`config.mk`:
```
export PLATFORM = sky130hd
export DESIGN_NAME = ahb_master_ctrl
export DESIGN_NICKNAME = d
export VERILOG_FILES = /design/src/rtl/ahb_pkg.sv /design/src/rtl/ahb_wait_timer.sv /design/src/rtl/ahb_master_ctrl.sv
export SDC_FILE = /design/constraint.sdc
export NUM_CORES = 1
export LEC_CHECK = 0
export CORE_MARGIN = 3
export CORE_UTILIZATION = 40
export CTS_BUF_LIST = sky130_fd_sc_hd__clkbuf_16
export CTS_CLUSTER_DIAMETER = 200
export DETAILED_ROUTE_END_ITERATION = 8
export PLACE_DENSITY_LB_ADDON = 0.25
export SYNTH_ARGS = -nofsm -noshare
export SYNTH_HDL_FRONTEND = slang
export SYNTH_HIERARCHICAL = 1
export SYNTH_SLANG_ARGS = --single-unit
```
`constraint.sdc`:
```
create_clock -name hclk -period 1.6 [get_ports hclk]
set_input_delay 0.32 -clock hclk [delete_from_list [all_inputs] [get_ports hclk]]
set_output_delay 0.32 -clock hclk [all_outputs]
set_load 0.02 [all_outputs]
```
`src/rtl/ahb_pkg.sv`:
```
// ============================================================================
//  Module   : ahb_pkg
//  Purpose  : Shared AHB transfer codes and master FSM state encoding.
//  Revision : 1.0
// ============================================================================
`default_nettype none

package ahb_pkg;

    localparam logic [1:0] HTRANS_IDLE   = 2'b00;
    localparam logic [1:0] HTRANS_BUSY   = 2'b01;
    localparam logic [1:0] HTRANS_NONSEQ = 2'b10;
    localparam logic [1:0] HTRANS_SEQ    = 2'b11;

    localparam logic [2:0] HSIZE_WORD    = 3'b010;

    typedef enum logic [1:0] {
        S_IDLE = 2'd0,
        S_ADDR = 2'd1,
        S_DATA = 2'd2,
        S_ERR  = 2'd3
    } mstate_e;

endpackage

`default_nettype wire

```
`src/rtl/ahb_wait_timer.sv`:
```
// ============================================================================
//  Module   : ahb_wait_timer
//  Purpose  : Saturating 8-bit wait-state counter with limit compare.
//  Revision : 1.0
// ============================================================================
`default_nettype none

module ahb_wait_timer (
    input  logic       hclk,
    input  logic       hreset,
    input  logic       clear,
    input  logic       enable,
    input  logic [7:0] limit,
    output logic       expired
);

    logic [7:0] count_q;

    always_ff @(posedge hclk) begin
        if (hreset || clear) begin
            count_q <= 8'd0;
        end else if (enable && (count_q != 8'hFF)) begin
            count_q <= count_q + 8'd1;
        end
    end

    // Comparing the registered count lets a same-cycle hready=1 still complete normally.
    assign expired = (count_q >= limit);

endmodule

`default_nettype wire

```
`src/rtl/ahb_master_ctrl.sv`:
```
// ============================================================================
//  Module   : ahb_master_ctrl
//  Purpose  : Single-transfer AHB master with wait-state timeout.
//  Revision : 1.0
// ============================================================================
`default_nettype none

module ahb_master_ctrl
    import ahb_pkg::*;
#(
    parameter int TIMEOUT_CYCLES = 16
) (
    input  logic        hclk,
    input  logic        hreset,
    input  logic        cmd_valid,
    output logic        cmd_ready,
    input  logic        cmd_write,
    input  logic [31:0] cmd_addr,
    input  logic [31:0] cmd_wdata,
    output logic [31:0] haddr,
    output logic        hwrite,
    output logic [1:0]  htrans,
    output logic [2:0]  hsize,
    output logic [31:0] hwdata,
    input  logic        hready,
    input  logic        hresp,
    input  logic [31:0] hrdata,
    output logic        rsp_valid,
    output logic [31:0] rsp_rdata,
    output logic        rsp_error
);

    localparam logic [7:0] c_limit = 8'(TIMEOUT_CYCLES);

    mstate_e     state_q;
    logic        cmd_ready_q;
    logic [1:0]  htrans_q;
    logic [31:0] haddr_q;
    logic        hwrite_q;
    logic [31:0] wdata_q;
    logic [31:0] hwdata_q;
    logic        rsp_valid_q;
    logic        rsp_error_q;
    logic [31:0] rsp_rdata_q;

    logic        w_tmr_clear;
    logic        w_tmr_enable;
    logic        w_expired;

    assign w_tmr_clear  = (state_q == S_IDLE) && cmd_valid;
    assign w_tmr_enable = ((state_q == S_DATA) || (state_q == S_ERR)) && !hready;

    ahb_wait_timer u_wait_timer (
        .hclk    (hclk),
        .hreset  (hreset),
        .clear   (w_tmr_clear),
        .enable  (w_tmr_enable),
        .limit   (c_limit),
        .expired (w_expired)
    );

    always_ff @(posedge hclk) begin
        if (hreset) begin
            state_q     <= S_IDLE;
            cmd_ready_q <= 1'b1;
            htrans_q    <= HTRANS_IDLE;
            haddr_q     <= 32'd0;
            hwrite_q    <= 1'b0;
            wdata_q     <= 32'd0;
            hwdata_q    <= 32'd0;
            rsp_valid_q <= 1'b0;
            rsp_error_q <= 1'b0;
            rsp_rdata_q <= 32'd0;
        end else begin
            rsp_valid_q <= 1'b0;
            rsp_error_q <= 1'b0;
            case (state_q)
                S_IDLE: begin
                    if (cmd_valid) begin
                        haddr_q     <= cmd_addr;
                        hwrite_q    <= cmd_write;
                        wdata_q     <= cmd_wdata;
                        htrans_q    <= HTRANS_NONSEQ;
                        cmd_ready_q <= 1'b0;
                        state_q     <= S_ADDR;
                    end
                end
                S_ADDR: begin
                    if (hready) begin
                        hwdata_q <= wdata_q;
                        htrans_q <= HTRANS_IDLE;
                        state_q  <= S_DATA;
                    end
                end
                S_DATA: begin
                    if (hready) begin
                        if (!hwrite_q && !hresp) begin
                            rsp_rdata_q <= hrdata;
                        end
                        rsp_valid_q <= 1'b1;
                        rsp_error_q <= hresp;
                        cmd_ready_q <= 1'b1;
                        state_q     <= S_IDLE;
                    end else if (w_expired) begin
                        rsp_valid_q <= 1'b1;
                        rsp_error_q <= 1'b1;
                        cmd_ready_q <= 1'b1;
                        state_q     <= S_IDLE;
                    end else if (hresp) begin
                        state_q <= S_ERR;
                    end
                end
                S_ERR: begin
                    if (hready || w_expired) begin
                        rsp_valid_q <= 1'b1;
                        rsp_error_q <= 1'b1;
                        cmd_ready_q <= 1'b1;
                        state_q     <= S_IDLE;
                    end
                end
                default: begin
                    cmd_ready_q <= 1'b1;
                    htrans_q    <= HTRANS_IDLE;
                    state_q     <= S_IDLE;
                end
            endcase
        end
    end

    assign cmd_ready = cmd_ready_q;
    assign htrans    = htrans_q;
    assign haddr     = haddr_q;
    assign hwrite    = hwrite_q;
    assign hsize     = HSIZE_WORD;
    assign hwdata    = hwdata_q;
    assign rsp_valid = rsp_valid_q;
    assign rsp_error = rsp_error_q;
    assign rsp_rdata = rsp_rdata_q;

endmodule

`default_nettype wire

```
==> results.cfg <==
[outcome]
status = complete, but fails checks
violations = negative setup slack

[logic_synthesis]
ys_seq_elements = 143
ys.flop_type = dfxtp_1
avgSynthCellArea_um2 = 8.56
yosys.area.top_type_share_pct = 50.9
netlist_instances = 657
syn-cell-area_um2 = 5630
synth-simple-area-share_pct = 24.0
synth.distinct_cells = 40
synth.area.top_cells = dfxtp_1 (51%), nand2_1 (13%), a21oi_1 (9.3%)
synth_top_family_by_area = simple AND/OR/NAND/NOR gates
muxShareOfSynthArea_pct = 6.05
synth_edf_count = 0
ys_async_sr_fraction_pct = 0
synthXorXnorAreaFrac_pct = 0
yosysTopAreaCell = dfxtp_1
synth_compound_area_share_pct = 11.8
synth_fa_ha_area_share_pct = 2.00
yosys_warnings = 6
yosysSeqAreaShare_pct = 50.9

[route]
viasPerCell = 4.81
drt_iter0_markers = 294
detail-route-antenna-nets = 0
via_count = 5071
wl_per_cell_um = 14.2
drc = 0
dr.pass1.iters = 5
drt_wl_total_mm = 14.9

[clock_network]
cts_root_buf = clkbuf_16
clockBufferDepth = 2
cts_buffers = 17
clkSinkCount = 143
tritoncts = yes
cts_max_level = 4
clk_latency_ps = 420
clk_pin_slew_ps = 60

[final_layout]
finalCoreUtilization_pct = 62.7
fill_cells = 1162
syn_to_final_growth_pct = 50.6
multiInputGateArea_um2 = 2620
layout.nets = 980
diodes = 0
seq_area_um2 = 2870
drive_above_1_share_pct = 8.87

[pwr]
powerDensity_nw_per_um2 = 982
power.leakage_uw = 0.00354
max-vdd-ir-drop_mv = 0.688

[die]
die_area_um2 = 15500
num_rows = 42
initial_core_util_pct = 41.7
core_um2 = 13500
die_h_um = 125
io_pins = 207
fp.dieW_um = 125

[setup_path]
ff2ff_path_depth = 7
cp.required_ps = 1960
crit_fanout = 3
slowest_stage = dfxtp_4
worst_r2r_endpoint = rsp_error
crit_family = compound AO/OA/AOI/OAI gates
regToRegSetupSlack_ps = -50
cp_cell_sequence = ha_4 > and2_4 > o2111ai_4 > o31ai_4 > o21ai_2 > nor2_1 > o21a_1
reg2reg_from = u_wait_timer/count_q[7]
worst_setup_path_start_kind = register
cp-end-kind = register
cp_slowest_stage_delay_ps = 350
path_buf_inv = 0
worstSetupPathType = reg2reg
worstPathArrival_ps = 2010

[global_routing]
overflow = 0
met1_usage_pct = 22.2
met2_usage_pct = 30.6
grt_util_met3_pct = 7.93
grt_pass1_wl_mm = 24.4
antenna_found_initial = 0
grt_max_degree = 76
grt_use_total_pct = 19.0
grt_pass1_vias = 5085
busiest_layer = met2

[job]
maxCapViolations = 0

[hold_path]
holdPathStages = 3
min_from = hreset
hp-class = in2reg
min_to = rsp_rdata[2]

[timing]
setup_ws_ps = -47.4
min_period_ps = 1650
tns_ps = -47.4
setup_viol = 1
fin_crit_sh_pct = 103
fin_worst_skew_ps = 13.5
rsz0062_at_grt = yes
fmaxAchievable_ghz = 0.607
hold_violations = 0
final_max_slew_viol_count = 0

[placed_design]
place_congestion = 0.751
dpl.hpwl_mm = 10.6
portBuffers = 202
final cells by class:
cell class,instances,area share (%)
flip-flops and latches,143,33.9
multi-input cells,468,31.0
repair buffers,230,25.9
clock buffers,17,5.02
well taps,176,2.60
clock inverters,12,1.17
inverters,9,0.458
worst register-to-register path, cell delays in order, from the launching register on:
cell	delay, ps
dfxtp_4	350
ha_4	260
and2_4	160
o2111ai_4	110
o31ai_4	320
o21ai_2	110
nor2_1	140
o21a_1	130
layout by cell type (no fill, tap or decap), types with 2 or more instances in the layout:
master             n
clkinv_1           2
nand3b_1           2
ha_4               2
nor3_1             3
a211oi_2           2
clkdlybuf4s50_1  100
nor2_1             3
ha_1               6
conb_1            12
dfxtp_1          140
a31oi_1            3
dfxtp_2            2
a21oi_1          104
nand2b_1          67
buf_12             7
clkbuf_16         17
clkinv_2           2
and4_4             2
nand4_1            3
inv_1              9
nand2_1          201
dlygate4sd2_1    101
clkinv_4           2
buf_4             21
clkinvlp_4         4
a211oi_1           2
mux2i_1           34
Yosys cell counts (4+ instances only):
master	n
dfxtp_1	143
inv_1	8
nand2b_1	67
ha_1	9
a21oi_1	105
buf_6	7
buf_4	4
mux2i_1	34
clkbuf_1	27
nand2_1	201
buf_2	9
registers in the layout, summed over array words and instances, names as in the netlist:
register and flops:
u_wait_timer/count_q 8, htrans 1, rsp_error 1, haddr 32
state_q 2, rsp_valid 1, hwrite 1, rsp_rdata 32
hwdata 32, cmd_ready 1, wdata_q 32
per-layer routing:
metal | vias up | part of all wire, %
met5 | - | 0
met4 | 0 | 2.4
met2 | 186 | 48
met1 | 2295 | 41
met3 | 29 | 8.8
li1 | 2561 | -
cell families (layout without fill, tap and decap cells):
family,Yosys count,after routing
AOI/OAI and AO/OA,122,122
muxes,34,34
other,2,12
DFF,143,143
adders and majority gates,9,9
and+or+nand+nor,291,291
buffers and inverters,56,268
power by group:
part	switching, uW	internal (uW)
sequential	68.4	3700
clock	1450	2090
combinational	511	502
per-stage QoR:
step / std cells / area, um^2 / total power [uW] / hold WS [ps] / setup WS [ps]
6_report: 1055 / 8470 / 8320 / 421 / -47.4
5_1_grt: 1055 / 8470 / 8660 / 449 / -127
4_1_cts: 1054 / 8380 / 8380 / 420 / -19.0
3_5_place_dp: 1025 / 7940 / 4890 / 443 / -366
3_3_place_gp: 1025 / 7940 / 4860 / 436 / -301
2_1_floorplan: 667 / 5660 / 4350 / 432 / 0.597
repair_timing:
action | 4_1_cts | 5_1_grt
hold buffers | 0 | 0
gates resized for setup | 110 | 14
buffers inserted | 0 | 1
setup endpoints to repair | 106 | 25
pin swaps | 5 | 9
worst max path at each step:
stage	start	slack, ps	cells past startpoint	end
3_5_place_dp	cmd_valid	-370	6	haddr[28]
3_3_place_gp	cmd_valid	-300	6	haddr[30]
5_1_grt	u_wait_timer/count_q[7]	-130	7	rsp_error
4_1_cts	u_wait_timer/count_q[7]	-20	7	rsp_error
2_1_floorplan	u_wait_timer/count_q[7]	0.6	6	state_q[0]
6_report	u_wait_timer/count_q[7]	-50	7	rsp_error
(Power assumes the default switching activity.)
